==> config.mk <==
export PLATFORM = sky130hd
export DESIGN_NAME = key_repeat_flat
export DESIGN_NICKNAME = d
export VERILOG_FILES = /design/src/rtl/key_repeat_pkg.sv /design/src/rtl/key_repeat_if.sv /design/src/rtl/key_repeat_chan.sv /design/src/rtl/key_repeat.sv /design/src/flat_wrapper.sv
export SDC_FILE = /design/constraint.sdc
export NUM_CORES = 1
export LEC_CHECK = 0
export CORE_MARGIN = 2
export CORE_UTILIZATION = 65
export DETAILED_ROUTE_END_ITERATION = 8
export GPL_TIMING_DRIVEN = 0
export PLACE_DENSITY = 0.95
export SYNTH_ARGS = -nofsm -noshare
export SYNTH_HDL_FRONTEND = slang
export SYNTH_SLANG_ARGS = --single-unit
==> constraint.sdc <==
create_clock -name Clk -period 5.9 [get_ports Clk]
set_input_delay 0.885 -clock Clk [delete_from_list [all_inputs] [get_ports Clk]]
set_output_delay 0.885 -clock Clk [all_outputs]
set_load 0.05 [all_outputs]
==> src/rtl/key_repeat_pkg.sv <==
// Shared event-type codes, per-key FSM states and pending-bit layout
// for the key auto-repeat path.
package key_pkg;

   localparam logic [1:0] EV_NONE  = 2'b00;
   localparam logic [1:0] EV_PRESS = 2'b01;
   localparam logic [1:0] EV_RPT   = 2'b10;
   localparam logic [1:0] EV_REL   = 2'b11;

   typedef enum logic [1:0] {
      KS_IDLE = 2'd0,
      KS_HOLD = 2'd1,
      KS_RPT  = 2'd2
   } key_state_t;

   // Bit positions inside a key's 3-bit pending vector
   localparam int P_PRESS = 0;
   localparam int P_RPT   = 1;
   localparam int P_REL   = 2;

   // Highest-priority event within one key: press > repeat > release
   function automatic logic [1:0] pend_type(input logic [2:0] pend);
      if (pend[P_PRESS])    return EV_PRESS;
      else if (pend[P_RPT]) return EV_RPT;
      else if (pend[P_REL]) return EV_REL;
      else                  return EV_NONE;
   endfunction

endpackage

==> src/rtl/key_repeat_if.sv <==
// Valid/ready event port carrying key index and event type.
interface key_repeat_if;
   logic       EvValid;
   logic [3:0] EvKey;
   logic [1:0] EvType;
   logic       EvReady;

   modport master (output EvValid, output EvKey, output EvType, input EvReady);
   modport slave  (input EvValid, input EvKey, input EvType, output EvReady);
endinterface

==> src/rtl/key_repeat_chan.sv <==
// One key: edge detect, IDLE/HOLD/RPT typematic FSM and the three
// pending-event bits with coalescing detection.
module key_repeat_chan
   import key_pkg::*;
#(
   parameter int unsigned          CNT_W     = 24,
   parameter logic [CNT_W-1:0]     DELAY_CYC = CNT_W'(5000000),
   parameter logic [CNT_W-1:0]     RATE_CYC  = CNT_W'(1000000)
) (
   input  logic       Clk,
   input  logic       Rst,
   input  logic       key_clean,
   input  logic       en_repeat,
   input  logic [2:0] clr,
   output logic [2:0] pend,
   output logic       ovr_pulse
);

   localparam logic [CNT_W-1:0] DELAY_TC = DELAY_CYC - CNT_W'(1);
   localparam logic [CNT_W-1:0] RATE_TC  = RATE_CYC - CNT_W'(1);

   logic             prev;
   key_state_t       state;
   logic [CNT_W-1:0] cnt;
   logic             rise, fall;
   logic [2:0]       set;

   assign rise = key_clean & ~prev;
   assign fall = ~key_clean & prev;

   always_comb begin
      // NOTE: every always_comb output gets a default first so no path can infer a latch.
      set          = '0;
      set[P_PRESS] = rise;
      set[P_REL]   = fall;
      // A release on the same edge as a terminal count suppresses that repeat
      set[P_RPT]   = !fall && en_repeat &&
                     ((state == KS_HOLD && cnt == DELAY_TC) ||
                      (state == KS_RPT  && cnt == RATE_TC));
      ovr_pulse    = |(set & pend & ~clr);
   end

   always_ff @(posedge Clk or posedge Rst) begin
      // NOTE: sequential state uses non-blocking assignments so every register samples pre-edge values.
      if (Rst) begin
         prev  <= 1'b0;
         state <= KS_IDLE;
         cnt   <= '0;
         pend  <= '0;
      end else begin
         prev <= key_clean;
         // Set beats a same-cycle clear: the bit stays pending
         pend <= (pend & ~clr) | set;
         if (fall) begin
            state <= KS_IDLE;
            cnt   <= '0;
         end else begin
            unique case (state)
               KS_IDLE: if (rise) begin
                  state <= KS_HOLD;
                  cnt   <= '0;
               end
               KS_HOLD: if (en_repeat) begin
                  if (cnt == DELAY_TC) begin
                     state <= KS_RPT;
                     cnt   <= '0;
                  end else begin
                     cnt <= cnt + CNT_W'(1);
                  end
               end
               KS_RPT: if (en_repeat) begin
                  if (cnt == RATE_TC) cnt <= '0;
                  else                cnt <= cnt + CNT_W'(1);
               end
               default: begin
                  state <= KS_IDLE;
                  cnt   <= '0;
               end
            endcase
         end
      end
   end

endmodule

==> src/rtl/key_repeat.sv <==
// Per-key typematic channels feeding a fixed-priority arbiter and a
// single registered valid/ready event output with sticky overrun.
module key_repeat
   import key_pkg::*;
#(
   parameter int unsigned      NKEYS     = 4,
   parameter int unsigned      CNT_W     = 24,
   parameter logic [CNT_W-1:0] DELAY_CYC = CNT_W'(5000000),
   parameter logic [CNT_W-1:0] RATE_CYC  = CNT_W'(1000000)
) (
   input  logic             Clk,
   input  logic             Rst,
   input  logic [NKEYS-1:0] KeyClean,
   input  logic [NKEYS-1:0] EnRepeat,
   key_repeat_if.master     ev,
   output logic             Overrun
);

   logic [2:0]       pend [NKEYS];
   logic [2:0]       clr  [NKEYS];
   logic [NKEYS-1:0] ovr;
   logic             load, found;
   logic [3:0]       sel_key;
   logic [1:0]       sel_type;

   for (genvar k = 0; k < NKEYS; k++) begin : g_chan
      key_repeat_chan #(
         .CNT_W     (CNT_W),
         .DELAY_CYC (DELAY_CYC),
         .RATE_CYC  (RATE_CYC)
      ) u_chan (
         .Clk       (Clk),
         .Rst       (Rst),
         .key_clean (KeyClean[k]),
         .en_repeat (EnRepeat[k]),
         .clr       (clr[k]),
         .pend      (pend[k]),
         .ovr_pulse (ovr[k])
      );
   end

   // Scan downward so the lowest pending key index wins
   always_comb begin
      found    = 1'b0;
      sel_key  = '0;
      sel_type = EV_NONE;
      for (int k = NKEYS - 1; k >= 0; k--) begin
         if (|pend[k]) begin
            found    = 1'b1;
            sel_key  = 4'(k);
            sel_type = pend_type(pend[k]);
         end
      end
      load = !ev.EvValid || ev.EvReady;
      for (int k = 0; k < NKEYS; k++) begin
         clr[k] = '0;
         if (load && found && sel_key == 4'(k)) begin
            clr[k][P_PRESS] = (sel_type == EV_PRESS);
            clr[k][P_RPT]   = (sel_type == EV_RPT);
            clr[k][P_REL]   = (sel_type == EV_REL);
         end
      end
   end

   always_ff @(posedge Clk or posedge Rst) begin
      if (Rst) begin
         ev.EvValid <= 1'b0;
         ev.EvKey   <= '0;
         ev.EvType  <= EV_NONE;
         Overrun    <= 1'b0;
      end else begin
         if (load) begin
            ev.EvValid <= found;
            if (found) begin
               ev.EvKey  <= sel_key;
               ev.EvType <= sel_type;
            end
         end
         Overrun <= Overrun | (|ovr);
      end
   end

endmodule

==> src/flat_wrapper.sv <==
// flat-port wrapper written by rule: the top's interface ports become plain ports
module key_repeat_flat import key_pkg::*;
#(
   parameter int unsigned      NKEYS     = 4,
   parameter int unsigned      CNT_W     = 24,
   parameter logic [CNT_W-1:0] DELAY_CYC = CNT_W'(5000000),
   parameter logic [CNT_W-1:0] RATE_CYC  = CNT_W'(1000000)
)
  (Clk, Rst, KeyClean, EnRepeat, Overrun, ev_EvValid, ev_EvKey, ev_EvType, ev_EvReady);
  key_repeat_if ev_i ();
  input  logic Clk;
  input  logic Rst;
  input  logic [NKEYS-1:0] KeyClean;
  input  logic [NKEYS-1:0] EnRepeat;
  output logic Overrun;
  output wire logic [$bits(ev_i.EvValid)-1:0] ev_EvValid;
  output wire logic [$bits(ev_i.EvKey)-1:0] ev_EvKey;
  output wire logic [$bits(ev_i.EvType)-1:0] ev_EvType;
  input wire logic [$bits(ev_i.EvReady)-1:0] ev_EvReady;
  assign ev_EvValid = ev_i.EvValid;
  assign ev_EvKey = ev_i.EvKey;
  assign ev_EvType = ev_i.EvType;
  assign ev_i.EvReady = ev_EvReady;
  key_repeat #(.NKEYS(NKEYS), .CNT_W(CNT_W), .DELAY_CYC(DELAY_CYC), .RATE_CYC(RATE_CYC)) u_core (.Clk(Clk), .Rst(Rst), .KeyClean(KeyClean), .EnRepeat(EnRepeat), .ev(ev_i), .Overrun(Overrun));
endmodule
==> impl_metrics.tcl, run 1 <==
set metrics [dict create \
    grtUsageTotal_pct 29.08 \
    fmax_mhz 324.5 \
    clock_sinks 126 \
    vias 6071 \
    postSynth.asyncResetShare_pct 100.0 \
    drc 0 \
    grt_pass1_wl_um 27190 \
    die_w_um 109.0 \
    dieArea_um2 11890 \
    port_buffers 16 \
    ys_warn_count 0 \
    io_pins 19 \
    final.setup.tns_ns 0 \
    crit_buf_inv 3 \
    worst_clock_skew_ns 0.007752 \
    critPathSlowestCell "o31ai_1" \
    drive_above_1_share_pct 7.399 \
    irDropWorstVdd_mv 0.2782 \
    instances_no_fill 978 \
    yosys_most_used_dff "dfrtp_1" \
    synthToLayoutAreaGrowth_pct 13.00 \
    cp_max_fo 10 \
    post-route-util_pct 75.09 \
    fin_ws_ns 2.819 \
    syn-instance-count 788 \
    endpoint_kind "flop" \
    cts_buffers 17 \
    p_leak_nw 3.287 \
    synth-seq-cells 126 \
    worst_pin_slew_ns 1.283 \
    clockRootBuffer "clkbuf_8" \
    viasPerCell 6.208 \
    pre_cts_ws_ns 2.359 \
    synth_area_leaders "dfrtp_1, nor2_1, xnor2_1, ha_1, nand2_1" \
    synth_cell_types 71 \
    drt-pass1-iter-count 5 \
    holdBufCountCts 0 \
    core_region_area_um2 10790 \
    final_cell_mix "dfrtp_1, nor2_1, nand2_1" \
    critical_path.top_delay_family "compound AO/OA/AOI/OAI gates" \
    grt_antenna_before_repair 0 \
    cts_buffer_depth 2 \
    maxCapViolations 0 \
    synthesis.area_um2 7172 \
    dp_cells 946 \
    setup_violations 0 \
    gp_congestion 0.8365 \
    first_global_vias 6046 \
    grt_max_degree 95 \
    cts_tree "done" \
    wire_per_inst_um 16.31 \
    num_rows 38 \
    rsz0062_at_grt "no" \
    dpl.hpwl_um 10140 \
    drt_iter0_drc 504 \
    clk_pin_slew_ns 0.06 \
    final_max_slew_viol_count 0 \
    fin_crit_ns 3.081 \
    finalCritPeriodShare_pct 52.23 \
    start_kind "input port" \
    final_nets 860 \
    crit_arrival_ns 3.52 \
    htreeDepth 4 \
    num_antenna_cells 0 \
    die_h_um 109.0 \
    start_util_pct 66.45 \
    power.density_nw_per_um2 295.3 \
    syn_area_per_cell_um2 9.101 \
    grt_overflow_total 0 \
    status "finished clean" \
    required_ns 6.33 \
    yosys.area.top_type "dfrtp_1" \
    mostFrequentLayoutCell "dfrtp_1" \
    total_power_mw 2.393 \
    synth.top_cell.area_share_pct 43.96 \
    synth-edff-count 0 \
    hold_path.class "reg -> reg" \
    cpPeakStageDelay_ns 1.10 \
    yosysSeqAreaShare_pct 43.96 \
    cts_resized 0 \
    hold_viol 0 \
    max_slew_margin_pct 13.72 \
    crit_chain "clkdlybuf4s50_1 > inv_1 > ha_1 > clkbuf_1 > o31ai_1 > nor2_1 > mux2_2 > a22o_1" \
    post_cts_buffers 0 \
    wirelength_um 15960 \
    clkLatencyLatePin_ns 0.55 \
    crit_type "in -> reg" \
    drtAntennaViolNets 0 \
]
-- per-stage QoR --
step,area [um2],hold slack (ns)
after floorplan,7176,0.4677
after global placement,7511,0.4898
after detailed placement,7543,0.4959
after CTS,8104,0.5091
after global routing,8104,0.5266
final,8104,0.5080
-- area by class of cell --
cell class | instances | area [um2]
Clock buffer | 22 | 473.0
Multi-Input combinational cell | 610 | 3792
Buffer | 17 | 95.09
Inverter | 36 | 140.1
Clock inverter | 10 | 87.58
Fill cell | 707 | 2689
Tap cell | 140 | 175.2
Sequential cell | 126 | 3153
Timing Repair Buffer | 17 | 187.7
-- worst reg2reg max path, delay by kind of cell (launching register included) --
kind	cells	cell delay, ns
AO/OA/AOI/OAI	2	0.90
adder cells (fa/ha/maj)	1	0.23
buffers and inverters	1	0.21
flip-flops	1	0.43
AND/OR/NAND/NOR	4	0.84
-- flip-flops by register name, summed over array words and instances, names as in the netlist --
signal                      cells
u_core.g_chan.u_chan.cnt       96
u_core.g_chan.u_chan.pend      12
u_core.g_chan.u_chan.state      8
u_core.g_chan.u_chan.prev       4
u_core.ev.EvKey                 2
u_core.ev.EvType                2
u_core.Overrun                  1
u_core.ev.EvValid               1
-- cell families (layout without fill, tap and decap cells) --
logic type / Yosys count / after routing / share of synthesized area [%]
compound gates: 127 / 127 / 12.06
xor+xnor: 67 / 67 / 8.182
fa+ha+maj: 24 / 24 / 4.187
buf+inv: 53 / 102 / 3.210
flops: 126 / 126 / 43.96
mux: 7 / 7 / 1.064
other cells: 1 / 2 / 0.05229
simple gates: 383 / 383 / 27.29
-- power by group --
part / total [mW] / leakage (nW) / switching (mW) / internal [mW]
clock network: 0.992 / 0.265 / 0.393 / 0.600
registers: 0.923 / 1.69 / 0.0272 / 0.896
logic: 0.478 / 1.33 / 0.322 / 0.156
-- synth_stat cells (6+ instances only) --
cell      count
nor4_1       16
nand3_1      37
a21oi_1      15
nor3_1       24
a31oi_1       7
and3_1       16
a22o_1       12
nor2b_1      11
nand2_1      72
dfrtp_1     126
ha_1         24
inv_1        36
xnor2_1      40
and4_1        7
nand2b_1     11
nand4_1      24
xor2_1       27
clkbuf_1      9
nor2_1      122
o21ai_0      34
buf_4         6
a21o_1        9
-- path summary, 6_finish.rpt --
kind	from	end	slack (ns)	depth (start not counted)
max	KeyClean[0]	u_core.g_chan[0].u_chan.cnt[7]	2.82	8
min	u_core.g_chan[3].u_chan.cnt[1]	u_core.g_chan[3].u_chan.cnt[1]	0.51	2
max reg2reg	u_core.g_chan[0].u_chan.cnt[0]	u_core.g_chan[0].u_chan.cnt[8]	3.18	8
min reg2reg	u_core.g_chan[3].u_chan.cnt[1]	u_core.g_chan[3].u_chan.cnt[1]	0.51	2
max in group asynchronous	Rst	u_core.g_chan[2].u_chan.cnt[13]	4.45	3
min in group asynchronous	Rst	u_core.g_chan[2].u_chan.cnt[21]	0.68	2
-- per-layer routing --
layer  track usage [%]  vias up  share of wire (%)
li1                  -     2882                  -
met1             34.80     2948                 41
met2             49.87      203                 52
met3             6.695       38                4.8
met4             13.10        0                2.2
met5                 0        -                  0
No activity file was read; power rests on OpenSTA's default activity.
==> run 2: changes to the inputs <==
Settings changed: CORE_UTILIZATION 65 to 62, PLACE_DENSITY 0.95 to 0.92.
Clock period 5.9 ns to 2.9 ns, I/O delays scaled along.
==> run 2 against run 1 <==
  * Critical path depth rose by 1
  * Register-to-register slack got worse by 2.9 ns
  * Flip-flop and latch count did not move
  * First-iteration DRC count fell by 6.2%
==> impl_metrics.tcl, run 2 (synthesized netlist as in run 1, its figures left out) <==
set metrics [dict create \
    drtAntennaViolNets 0 \
    pre_cts_ws_ns -0.1796 \
    irDropWorstVdd_mv 0.5712 \
    grt_overflow_total 0 \
    final_max_slew_viol_count 0 \
    finalCritPeriodShare_pct 89.56 \
    setup_violations 0 \
    total_power_mw 5.085 \
    hold_path.class "in -> async" \
    drive_above_1_share_pct 7.518 \
    vias 5940 \
    regArea_um2 3153 \
    final_area_um2 8207 \
    synthToLayoutAreaGrowth_pct 14.43 \
    p_leak_nw 3.338 \
    num_rows 39 \
    clockRootBuffer "clkbuf_16" \
    die_w_um 111.6 \
    worst_pin_slew_ns 0.8218 \
    drc 0 \
    die_h_um 111.6 \
    cts_buffer_depth 2 \
    multi_input_area_um2 3802 \
    cts_tree "done" \
    dp_cells 951 \
    start_util_pct 63.08 \
    crit_arrival_ns 2.90 \
    r2r-end "u_core.g_chan[1].u_chan.cnt[15]" \
    required_ns 3.21 \
    grtUsageTotal_pct 26.51 \
    clk_pin_slew_ns 0.06 \
    wirelength_um 15430 \
    drt-pass1-iter-count 6 \
    cp_max_fo 6 \
    holdBufCountCts 0 \
    cts_resized 0 \
    post_cts_buffers 0 \
    wire_per_inst_um 15.73 \
    grt_antenna_before_repair 0 \
    reg_top3 "u_core.g_chan.u_chan.cnt: 96 flops, u_core.g_chan.u_chan.pend: 12 flops, u_core.g_chan.u_chan.state: 8 flops" \
    maxCapViolations 0 \
    instances_no_fill 981 \
    start_kind "input port" \
    status "finished clean" \
    final_nets 862 \
    dpl.hpwl_um 10190 \
    dieArea_um2 12440 \
    fmax_mhz 385.0 \
    htreeDepth 4 \
    reg2reg_depth 9 \
    power.density_nw_per_um2 619.6 \
    grt_max_degree 43 \
    first_global_vias 5940 \
    worst_clock_skew_ns 0.008411 \
    final.setup.tns_ns 0 \
    final_cell_mix "dfrtp_1, nor2_1, nand2_1" \
    drt_iter0_drc 473 \
    top_register "u_core.g_chan.u_chan.cnt" \
    core_region_area_um2 11370 \
    viasPerCell 6.055 \
    largest_register_ffs 96 \
    crit_type "in -> reg" \
    mostFrequentLayoutCell "dfrtp_1" \
    r2r-start "u_core.g_chan[1].u_chan.cnt[0]" \
    hold_ws_ns 0.3768 \
    clkLatencyLatePin_ns 0.42 \
    gp_congestion 0.8478 \
    fin_crit_ns 2.597 \
    post-route-util_pct 72.18 \
    grt_pass1_wl_um 27280 \
    max_slew_margin_pct 44.71 \
    clock_sinks 126 \
    num_antenna_cells 0 \
    cts_buffers 17 \
    hold_viol 0 \
    port_buffers 16 \
    endpoint_kind "flop" \
    rsz0062_at_grt "no" \
    worst-r2r-setup-slack_ns 0.31 \
    fin_ws_ns 0.3028 \
    post_dp_cell_area_um2 7579 \
    io_pins 19 \
    n_fill_cell 785 \
]
[run 2: cell types whose count changed in the layout (fill, tap and decap cells not counted), sizes merged]
| cell | before | now |
|---|---|---|
| buf | 9 | 11 |
| bufinv | 1 | 3 |
| clkinvlp | 5 | 2 |
| clkinv | 4 | 1 |
| clkbuf | 31 | 34 |
| inv | 36 | 35 |
[run 2: critical path, cell delays in order]
cell and delay, ns:
clkdlybuf4s50_1 0.50, inv_1 0.05, ha_1 0.30, nand2_1 0.20
o211ai_1 0.20, nor4_1 0.72, nand4_1 0.23, xor2_1 0.21
nor2_1 0.06
[run 2: how the worst max path moves through the flow]
stage,start,endpoint,cells past startpoint
2_1_floorplan,KeyClean[0],u_core.g_chan[0].u_chan.cnt[7],7
3_3_place_gp,Rst,u_core.g_chan[2].u_chan.cnt[21],2
3_5_place_dp,KeyClean[0],u_core.g_chan[0].u_chan.cnt[7],8
4_1_cts,u_core.g_chan[0].u_chan.cnt[0],u_core.g_chan[0].u_chan.cnt[11],8
5_1_grt,u_core.g_chan[1].u_chan.cnt[0],u_core.g_chan[1].u_chan.cnt[11],9
6_report,KeyClean[2],u_core.g_chan[2].u_chan.cnt[22],9
[run 2: layer usage]
layer	up-vias	GRT usage, %	part of all wire (%)
li1	2859	-	-
met1	2859	34.72	44
met2	180	43.94	49
met3	42	5.934	4.4
met4	0	9.218	2.3
met5	-	0	0
[run 2: layout make-up]
type                            count  area share (%)
Sequential cell                   126           38.42
Inverter                           36           1.692
Multi-Input combinational cell    610           46.33
Buffer                             17           1.159
Timing Repair Buffer               19           2.683
Tap cell                          143           2.180
Clock inverter                      5           1.250
Clock buffer                       25           6.281
[run 2: report_power, final]
part	leakage, nW	total, mW	internal [mW]	switching (mW)
registers	1.69	1.87	1.82	0.0496
clock network	0.301	2.22	1.48	0.740
logic	1.34	0.993	0.326	0.667
total	3.34	5.08	3.63	1.46
